===== src/rtl/hist_eq_pkg.sv =====
// Shared definitions for the histogram-equalisation parameter controller:
// FSM states, register map and the power-up parameter set.
package hist_eq_pkg;

    typedef enum logic [1:0] {
        ST_IDLE  = 2'd0,
        ST_CHECK = 2'd1,
        ST_ARMED = 2'd2
    } hist_eq_state_e;

    localparam logic [1:0] ADDR_CONTRAST = 2'd0;
    localparam logic [1:0] ADDR_UPPER    = 2'd1;
    localparam logic [1:0] ADDR_LOWER    = 2'd2;
    localparam logic [1:0] ADDR_CTRL     = 2'd3;

    localparam int unsigned CTRL_EN_BIT      = 0;
    localparam int unsigned CTRL_ERR_CLR_BIT = 1;

    localparam int unsigned BOUND_WIDTH = 10;

    localparam int unsigned             RST_CONTRAST = 128;
    localparam logic [BOUND_WIDTH-1:0]  RST_UPPER    = 10'd717;
    localparam logic [BOUND_WIDTH-1:0]  RST_LOWER    = 10'd205;
    localparam logic                    RST_THR_EN   = 1'b1;

    // A bound pair is only usable if it describes a non-empty window.
    function automatic logic bounds_valid(input logic [BOUND_WIDTH-1:0] lower,
                                          input logic [BOUND_WIDTH-1:0] upper);
        return lower < upper;
    endfunction

endpackage


===== src/rtl/hist_eq_param_ctrl.sv =====
// Holds a shadow parameter set for the hist_eq datapath and swaps it into the
// active set only at a frame start, so parameters never change mid-frame.
module hist_eq_param_ctrl
    import hist_eq_pkg::*;
#(
    parameter int DATA_WIDTH = 8,
    parameter int FCNT_WIDTH = 16
) (
    input  logic                   i_sys_clk,
    input  logic                   i_sys_aresetn,
    input  logic                   cfg_wr_valid,
    output logic                   cfg_wr_ready,
    input  logic [1:0]             cfg_wr_addr,
    input  logic [15:0]            cfg_wr_data,
    input  logic                   cfg_commit,
    input  logic                   mon_tvalid,
    input  logic                   mon_tuser,
    output logic [DATA_WIDTH-1:0]  contrast_threshold_param,
    output logic [9:0]             upper_bound_param,
    output logic [9:0]             lower_bound_param,
    output logic                   thresholding_en,
    output logic                   cfg_pending,
    output logic                   cfg_applied,
    output logic                   cfg_err,
    output logic [FCNT_WIDTH-1:0]  frame_cnt
);

    localparam logic [DATA_WIDTH-1:0] RST_CONTRAST_W = DATA_WIDTH'(RST_CONTRAST);

    hist_eq_state_e state_q, state_d;

    logic [DATA_WIDTH-1:0]  sh_contrast_q, sh_contrast_d;
    logic [9:0]             sh_upper_q, sh_upper_d;
    logic [9:0]             sh_lower_q, sh_lower_d;
    logic                   sh_thr_en_q, sh_thr_en_d;

    logic [DATA_WIDTH-1:0]  act_contrast_q, act_contrast_d;
    logic [9:0]             act_upper_q, act_upper_d;
    logic [9:0]             act_lower_q, act_lower_d;
    logic                   act_thr_en_q, act_thr_en_d;

    logic                   cfg_pending_q, cfg_pending_d;
    logic                   cfg_applied_q, cfg_applied_d;
    logic                   cfg_err_q, cfg_err_d;
    logic [FCNT_WIDTH-1:0]  frame_cnt_q, frame_cnt_d;

    logic sof;
    logic wr_fire;
    logic commit_ok;
    logic apply;
    logic err_set;
    logic err_clr;
    logic unused_wr_bits;

    assign sof       = mon_tvalid & mon_tuser;
    assign wr_fire   = cfg_wr_valid & cfg_wr_ready;
    assign commit_ok = bounds_valid(sh_lower_q, sh_upper_q);

    // Upper data bits carry nothing for any register in the map.
    assign unused_wr_bits = ^cfg_wr_data[15:10];

    always_ff @(posedge i_sys_clk or negedge i_sys_aresetn) begin
        if (!i_sys_aresetn) begin
            state_q <= ST_IDLE;
        end else begin
            state_q <= state_d;
        end
    end

    always_comb begin
        state_d = state_q;
        unique case (state_q)
            ST_IDLE: begin
                if (cfg_commit) begin
                    state_d = ST_CHECK;
                end
            end
            ST_CHECK: begin
                state_d = commit_ok ? ST_ARMED : ST_IDLE;
            end
            ST_ARMED: begin
                if (sof) begin
                    state_d = ST_IDLE;
                end
            end
            default: begin
                state_d = ST_IDLE;
            end
        endcase
    end

    // A commit in the same cycle as a write takes priority and stalls the write.
    always_comb begin
        cfg_wr_ready  = (state_q == ST_IDLE) & ~cfg_commit;
        apply         = (state_q == ST_ARMED) & sof;
        err_set       = (state_q == ST_CHECK) & ~commit_ok;
        cfg_applied_d = apply;
        cfg_pending_d = (state_d == ST_ARMED);
    end

    always_comb begin
        sh_contrast_d = sh_contrast_q;
        sh_upper_d    = sh_upper_q;
        sh_lower_d    = sh_lower_q;
        sh_thr_en_d   = sh_thr_en_q;
        err_clr       = 1'b0;
        if (wr_fire) begin
            unique case (cfg_wr_addr)
                ADDR_CONTRAST: sh_contrast_d = cfg_wr_data[DATA_WIDTH-1:0];
                ADDR_UPPER:    sh_upper_d    = cfg_wr_data[9:0];
                ADDR_LOWER:    sh_lower_d    = cfg_wr_data[9:0];
                ADDR_CTRL: begin
                    sh_thr_en_d = cfg_wr_data[CTRL_EN_BIT];
                    err_clr     = cfg_wr_data[CTRL_ERR_CLR_BIT];
                end
                default: begin
                    sh_thr_en_d = sh_thr_en_q;
                end
            endcase
        end
    end

    always_comb begin
        act_contrast_d = act_contrast_q;
        act_upper_d    = act_upper_q;
        act_lower_d    = act_lower_q;
        act_thr_en_d   = act_thr_en_q;
        if (apply) begin
            act_contrast_d = sh_contrast_q;
            act_upper_d    = sh_upper_q;
            act_lower_d    = sh_lower_q;
            act_thr_en_d   = sh_thr_en_q;
        end
    end

    // A rejected commit beats a simultaneous write-one-to-clear.
    always_comb begin
        cfg_err_d = cfg_err_q;
        if (err_clr) begin
            cfg_err_d = 1'b0;
        end
        if (err_set) begin
            cfg_err_d = 1'b1;
        end
        frame_cnt_d = frame_cnt_q;
        if (sof) begin
            frame_cnt_d = frame_cnt_q + FCNT_WIDTH'(1);
        end
    end

    always_ff @(posedge i_sys_clk or negedge i_sys_aresetn) begin
        if (!i_sys_aresetn) begin
            sh_contrast_q  <= RST_CONTRAST_W;
            sh_upper_q     <= RST_UPPER;
            sh_lower_q     <= RST_LOWER;
            sh_thr_en_q    <= RST_THR_EN;
            act_contrast_q <= RST_CONTRAST_W;
            act_upper_q    <= RST_UPPER;
            act_lower_q    <= RST_LOWER;
            act_thr_en_q   <= RST_THR_EN;
            cfg_pending_q  <= 1'b0;
            cfg_applied_q  <= 1'b0;
            cfg_err_q      <= 1'b0;
            frame_cnt_q    <= '0;
        end else begin
            sh_contrast_q  <= sh_contrast_d;
            sh_upper_q     <= sh_upper_d;
            sh_lower_q     <= sh_lower_d;
            sh_thr_en_q    <= sh_thr_en_d;
            act_contrast_q <= act_contrast_d;
            act_upper_q    <= act_upper_d;
            act_lower_q    <= act_lower_d;
            act_thr_en_q   <= act_thr_en_d;
            cfg_pending_q  <= cfg_pending_d;
            cfg_applied_q  <= cfg_applied_d;
            cfg_err_q      <= cfg_err_d;
            frame_cnt_q    <= frame_cnt_d;
        end
    end

    assign contrast_threshold_param = act_contrast_q;
    assign upper_bound_param        = act_upper_q;
    assign lower_bound_param        = act_lower_q;
    assign thresholding_en          = act_thr_en_q;
    assign cfg_pending              = cfg_pending_q;
    assign cfg_applied              = cfg_applied_q;
    assign cfg_err                  = cfg_err_q;
    assign frame_cnt                = frame_cnt_q;

endmodule


===== config.mk =====
export PLATFORM = sky130hd
export DESIGN_NAME = hist_eq_param_ctrl
export DESIGN_NICKNAME = d
export VERILOG_FILES = /design/src/rtl/hist_eq_pkg.sv /design/src/rtl/hist_eq_param_ctrl.sv
export SDC_FILE = /design/constraint.sdc
export NUM_CORES = 1
export LEC_CHECK = 0
export BUFFER_PORTS_ARGS = -buffer_cell sky130_fd_sc_hd__buf_2
export CORE_UTILIZATION = 50
export CTS_CLUSTER_DIAMETER = 30
export CTS_CLUSTER_SIZE = 16
export DETAILED_ROUTE_END_ITERATION = 16
export PLACE_DENSITY = 0.74
export SLEW_MARGIN = 5
export SYNTH_ARGS = -nofsm -noshare
export SYNTH_HDL_FRONTEND = slang
export SYNTH_SLANG_ARGS = --single-unit

===== constraint.sdc =====
create_clock -name i_sys_clk -period 4.3 [get_ports i_sys_clk]
set_input_delay 0.86 -clock i_sys_clk [delete_from_list [all_inputs] [get_ports i_sys_clk]]
set_output_delay 0.86 -clock i_sys_clk [all_outputs]
set_load 0.03 [all_outputs]

# Yosys cells after proc, flatten, opt, wreduce, memory -nomap -nowiden
# Index checks and enable logic that the tools add are counted.
dict set report totals {
  reg_bits 79
  out_inout_bits 49
  input_bits 24
  wordCells 43
}
dict set report op_classes {
  bitwise_logic 7
  muxes 8
  n_eq_ne 6
  reduce_logical 7
  add_sub_neg 1
  n_lt_le_gt_ge 1
}
# operator n
set ops {}
lappend ops {{adder 16 x 1 -> 16 bit (second input constant)} 1}
lappend ops {{less-than comparator 10 bit} 1}
lappend ops {{equality test 2 bit (second input constant)} 4}
lappend ops {{AND reduction 2 bit} 4}
lappend ops {{2-to-1 mux 2 bit} 3}
lappend ops {{one-hot mux 2 bit (3 select lines)} 1}
lappend ops {{AND 1 bit} 5}
lappend ops {{equality test 2 x 1 -> 1 bit (second input constant)} 2}
lappend ops {{zero test 2 bit} 2}
lappend ops {{2-to-1 mux 1 bit} 4}
lappend ops {{NOT 1 bit} 2}
lappend ops {{nonzero test 2 bit} 1}

# Depth between registers and ports, before layout
dict set report depth {
  depth_word 6
  mapped_depth 6
  depth_no_buf 6
}

# Worst setup path before layout
# No wires, ideal clock.
dict set report synth_path {
  path_kind {input-to-reg}
  startpoint {input port cfg_commit}
  endpoint {register sh_contrast_q[0]}
  n_path_buf 0
  cell_stages 4
  slack_ps 2193
  setup_time_ps 125
  t_arrival_ps 1982
  required_time_ps 4175
  cell_sequence {nor3_4 -> nand2_2 -> nor3_4 -> mux2_2}
}
dict set report synth_via {
  elab_chain_len 4
}
# item line_no
set synth_rtl {}
lappend synth_rtl {{from (decl)} hist_eq_param_ctrl.sv:15} ;# input logic cfg_commit,
lappend synth_rtl {{NOT 1 bit} hist_eq_param_ctrl.sv:94} ;# cfg_wr_ready = (state_q == ST_IDLE) & ~cfg_commit;
lappend synth_rtl {{AND 1 bit} hist_eq_param_ctrl.sv:94}
lappend synth_rtl {{AND 1 bit} hist_eq_param_ctrl.sv:56} ;# assign wr_fire = cfg_wr_valid & cfg_wr_ready;
lappend synth_rtl {{AND reduction 2 bit (no line)} n/a}
lappend synth_rtl {{to (signal assigned)} hist_eq_param_ctrl.sv:166} ;# sh_contrast_q <= sh_contrast_d;
lappend synth_rtl {{to (decl)} hist_eq_param_ctrl.sv:32} ;# logic [DATA_WIDTH-1:0] sh_contrast_q, sh_contrast_d;
# No other way between the ends.
# A chain may end at the register's enable or synchronous reset.

# Final worst setup path
dict set report layout_path {
  startpoint {input port cfg_commit}
  endpoint {output port cfg_wr_ready}
}
dict set report layout_via {
  elab_chain_len 2
}
# item line_no
set layout_rtl {}
lappend layout_rtl {{NOT 1 bit} hist_eq_param_ctrl.sv:94}
lappend layout_rtl {{AND 1 bit} hist_eq_param_ctrl.sv:94}
lappend layout_rtl {{to (decl)} hist_eq_param_ctrl.sv:12} ;# output logic cfg_wr_ready,
# No other way between the ends.

==> results.yml <==
outcome:
  status: "finished, final reports clean"
yosys:
  yosys_register_bits: 79
  synth_warnings: 0
  syn_nets: 276
  yosysSeqAreaShare_pct: 60.4
  synthCells: 242
  synthTopCellsByArea: "dfrtp_1 40%, dfstp_2 21%, mux2_2 17%"
  synth_edf_count: 0
  yosysTopAreaCell: "dfrtp_1"
  syn-cell-area_um2: 3320
  syn_avg_cell_area_um2: 13.7
  synth.distinct_cells: 33
  synth_top_area_share_pct: 39.9
  ys.flop_type: "dfrtp_1"
  async_flop_share_pct: 100
drt:
  dr_total_vias: 2048
  wl_per_cell_um: 14.6
  drc: 0
  ant_nets: 0
  first_pass_iters: 4
  drt-initial-drc-count: 93
  drt-total-wl_mm: 5.78
  vias_per_cell: 5.17
sta:
  rsz0062_at_grt: "no"
  period_share_pct: 53.9
  timing.final.setup_violations: 0
  slew_headroom_pct: 35.8
  worst_pin_slew_ns: 0.963
  setup_tns_ns: 0
  clock_skew_ns: 0.00754
  period_minus_slack_ns: 2.32
  drv_slew: 0
  timing.fmax_ghz: 0.431
  hold_viol_final: 0
worst_setup_path:
  cp_num_buf_inv: 2
  critPathMostFrequentCell: "buf_2"
  crit_slowest_cell: "buf_2"
  cp-start-kind: "input pin"
  crit_family: "buffers and inverters"
  path_cells: "buf_2, nor3_4, buf_2"
  critPathKind: "input pin to primary output"
  r2r-start: "state_q[0]"
  required_ns: 3.44
  cp_slowest_stage_delay_ns: 0.26
  cp_data_arrival_time_ns: 1.46
  cp_max_fo: 6
  worst_setup_path_end_kind: "primary output"
  startpoint: "cfg_commit"
finish:
  final_util_pct: 61.1
  layout_common_cells: "65 x buf_2, 53 x dfrtp_1, 49 x mux2_2, 26 x dfstp_2, 17 x nand2_1"
  n_antenna_cell: 0
  drive_above_1_share_pct: 50.2
  regArea_um2: 2010
  num-fill-cells: 523
  stdcell_count: 396
  area_growth_syn_to_layout_pct: 17.3
  final_common_cell: "buf_2"
  multi_input_area_um2: 1230
  nets: 348
placed_design:
  portBuffers: 66
  hpwl_mm: 4.00
  gp_congestion: 0.735
  dp.cells: 380
global_routing:
  grt_pass1_wl_mm: 9.82
  antenna_found_initial: 0
  grt_max_degree: 80
  grt-ovfl-total: 0
  grt_pass1_vias: 2077
  grt_use_total_pct: 18.1
power:
  p_leak_nw: 1.87
  ir_drop_v: 0.000460
  p_int_w: 0.00182
  clock_power_share_pct: 17.3
  power_frac_seq_pct: 45.2
  switching_power_w: 0.00108
  power.density_nw_per_um2: 743
  p_comb_share_pct: 37.5
  p_sw_share_pct: 37.1
floorplan:
  ios: 73
  die_h_um: 83.5
  fp-row-count: 29
  die_w_um: 83.5
  dieArea_um2: 6980
  core_um2: 6390
  initial_utilization_pct: 52.1
clock_network:
  holdBufCountCts: 0
  cts.clk_slew.worst_paths_ns: 0.07
  cts-resized-gates: 0
  cts_setup_buffers: 0
  clockRootBuffer: "clkbuf_8"
  htreeDepth: 3
  clk_path_buf_depth: 2
  cts_tree: "yes"
  numCtsBuffers: 9
  cts_sinks: 79
  clkLatencyLatePin_ns: 0.34
worst_hold_path:
  hold_path.startpoint: "frame_cnt[15]"
  hp-class: "flop to flop"
flow_run:
  max_cap_violations: 0
worst register-to-register path, stage by stage (launching register included):
cell and delay [ns]:
dfrtp_1 0.42, nand2b_1 0.14, or2_1 0.58, buf_4 0.38, mux2_2 0.37
sequential cells by signal (all words and copies together) (netlist names), 2 cells and up:
name                      count
sh_lower_q                   10
contrast_threshold_param      8
lower_bound_param            10
sh_contrast_q                 8
frame_cnt                    16
state_q                       2
sh_upper_q                   10
upper_bound_param            10
power groups by stage:
stage          combinational, W  sequential [W]  clock (W)
6_report                0.00109         0.00131   0.000503
5_1_grt                 0.00120         0.00136   0.000551
4_1_cts                 0.00111         0.00132   0.000515
3_5_place_dp            0.00110         0.00133          0
3_3_place_gp            0.00107         0.00132          0
2_1_floorplan          0.000498         0.00161          0
layout make-up:
cell class	instances	area share, %
inverters	11	1.06
clock buffers	16	4.62
multi-input cells	146	31.6
well taps	77	2.47
flip-flops and latches	79	51.5
repair buffers	67	8.73
synthesized netlist by cell type (all sizes together), types with 2 or more instances:
| cell | count |
|---|---|
| nand2 | 18 |
| xnor2 | 14 |
| buf | 5 |
| dfrtp | 53 |
| dfstp | 26 |
| and4 | 2 |
| nand4 | 7 |
| ha | 10 |
| a21oi | 4 |
| and3 | 2 |
| mux2 | 50 |
| o21ai | 13 |
| nor3 | 2 |
| nand4b | 2 |
| nand2b | 2 |
| inv | 11 |
| or2 | 2 |
| nor2 | 3 |
| nand3 | 6 |
worst paths after layout:
kind                                               end  slack, ns  cells after the start
max                                       cfg_wr_ready       1.98                      3
min                                      frame_cnt[15]       0.48                      1
max reg2reg                       lower_bound_param[4]       2.30                      4
min reg2reg                              frame_cnt[15]       0.48                      1
max in group asynchronous  contrast_threshold_param[6]       3.00                      1
min in group asynchronous                  cfg_applied       0.66                      1
through the flow:
step	worst slack [ns]	area (um^2)	power, W	hold WS [ns]
2_1_floorplan	2.19	3320	0.00211	0.477
3_3_place_gp	1.71	3720	0.00238	0.456
3_5_place_dp	1.69	3720	0.00243	0.468
4_1_cts	1.97	3900	0.00294	0.480
5_1_grt	1.93	3900	0.00311	0.500
6_report	1.98	3900	0.00290	0.477
metal layers:
metal	track usage, %	vias up	wire length [um]
li1	-	985	-
met1	22.6	1008	2570
met2	29.6	47	2830
met3	5.84	8	314
met4	6.93	0	65
met5	0	-	0
cell families (layout without fill, tap and decap cells):
kind of cell    count (synthesis)  count (layout)  synth area share, %
compound gates                 22              22                 3.88
fa+ha+maj                      10              10                 3.76
xor+xnor                       15              15                 3.95
flops                          79              79                 60.4
buf+inv                        17              94                 2.48
mux                            50              50                 17.0
simple gates                   49              49                 8.43
Power figures use the tool's default switching activity.
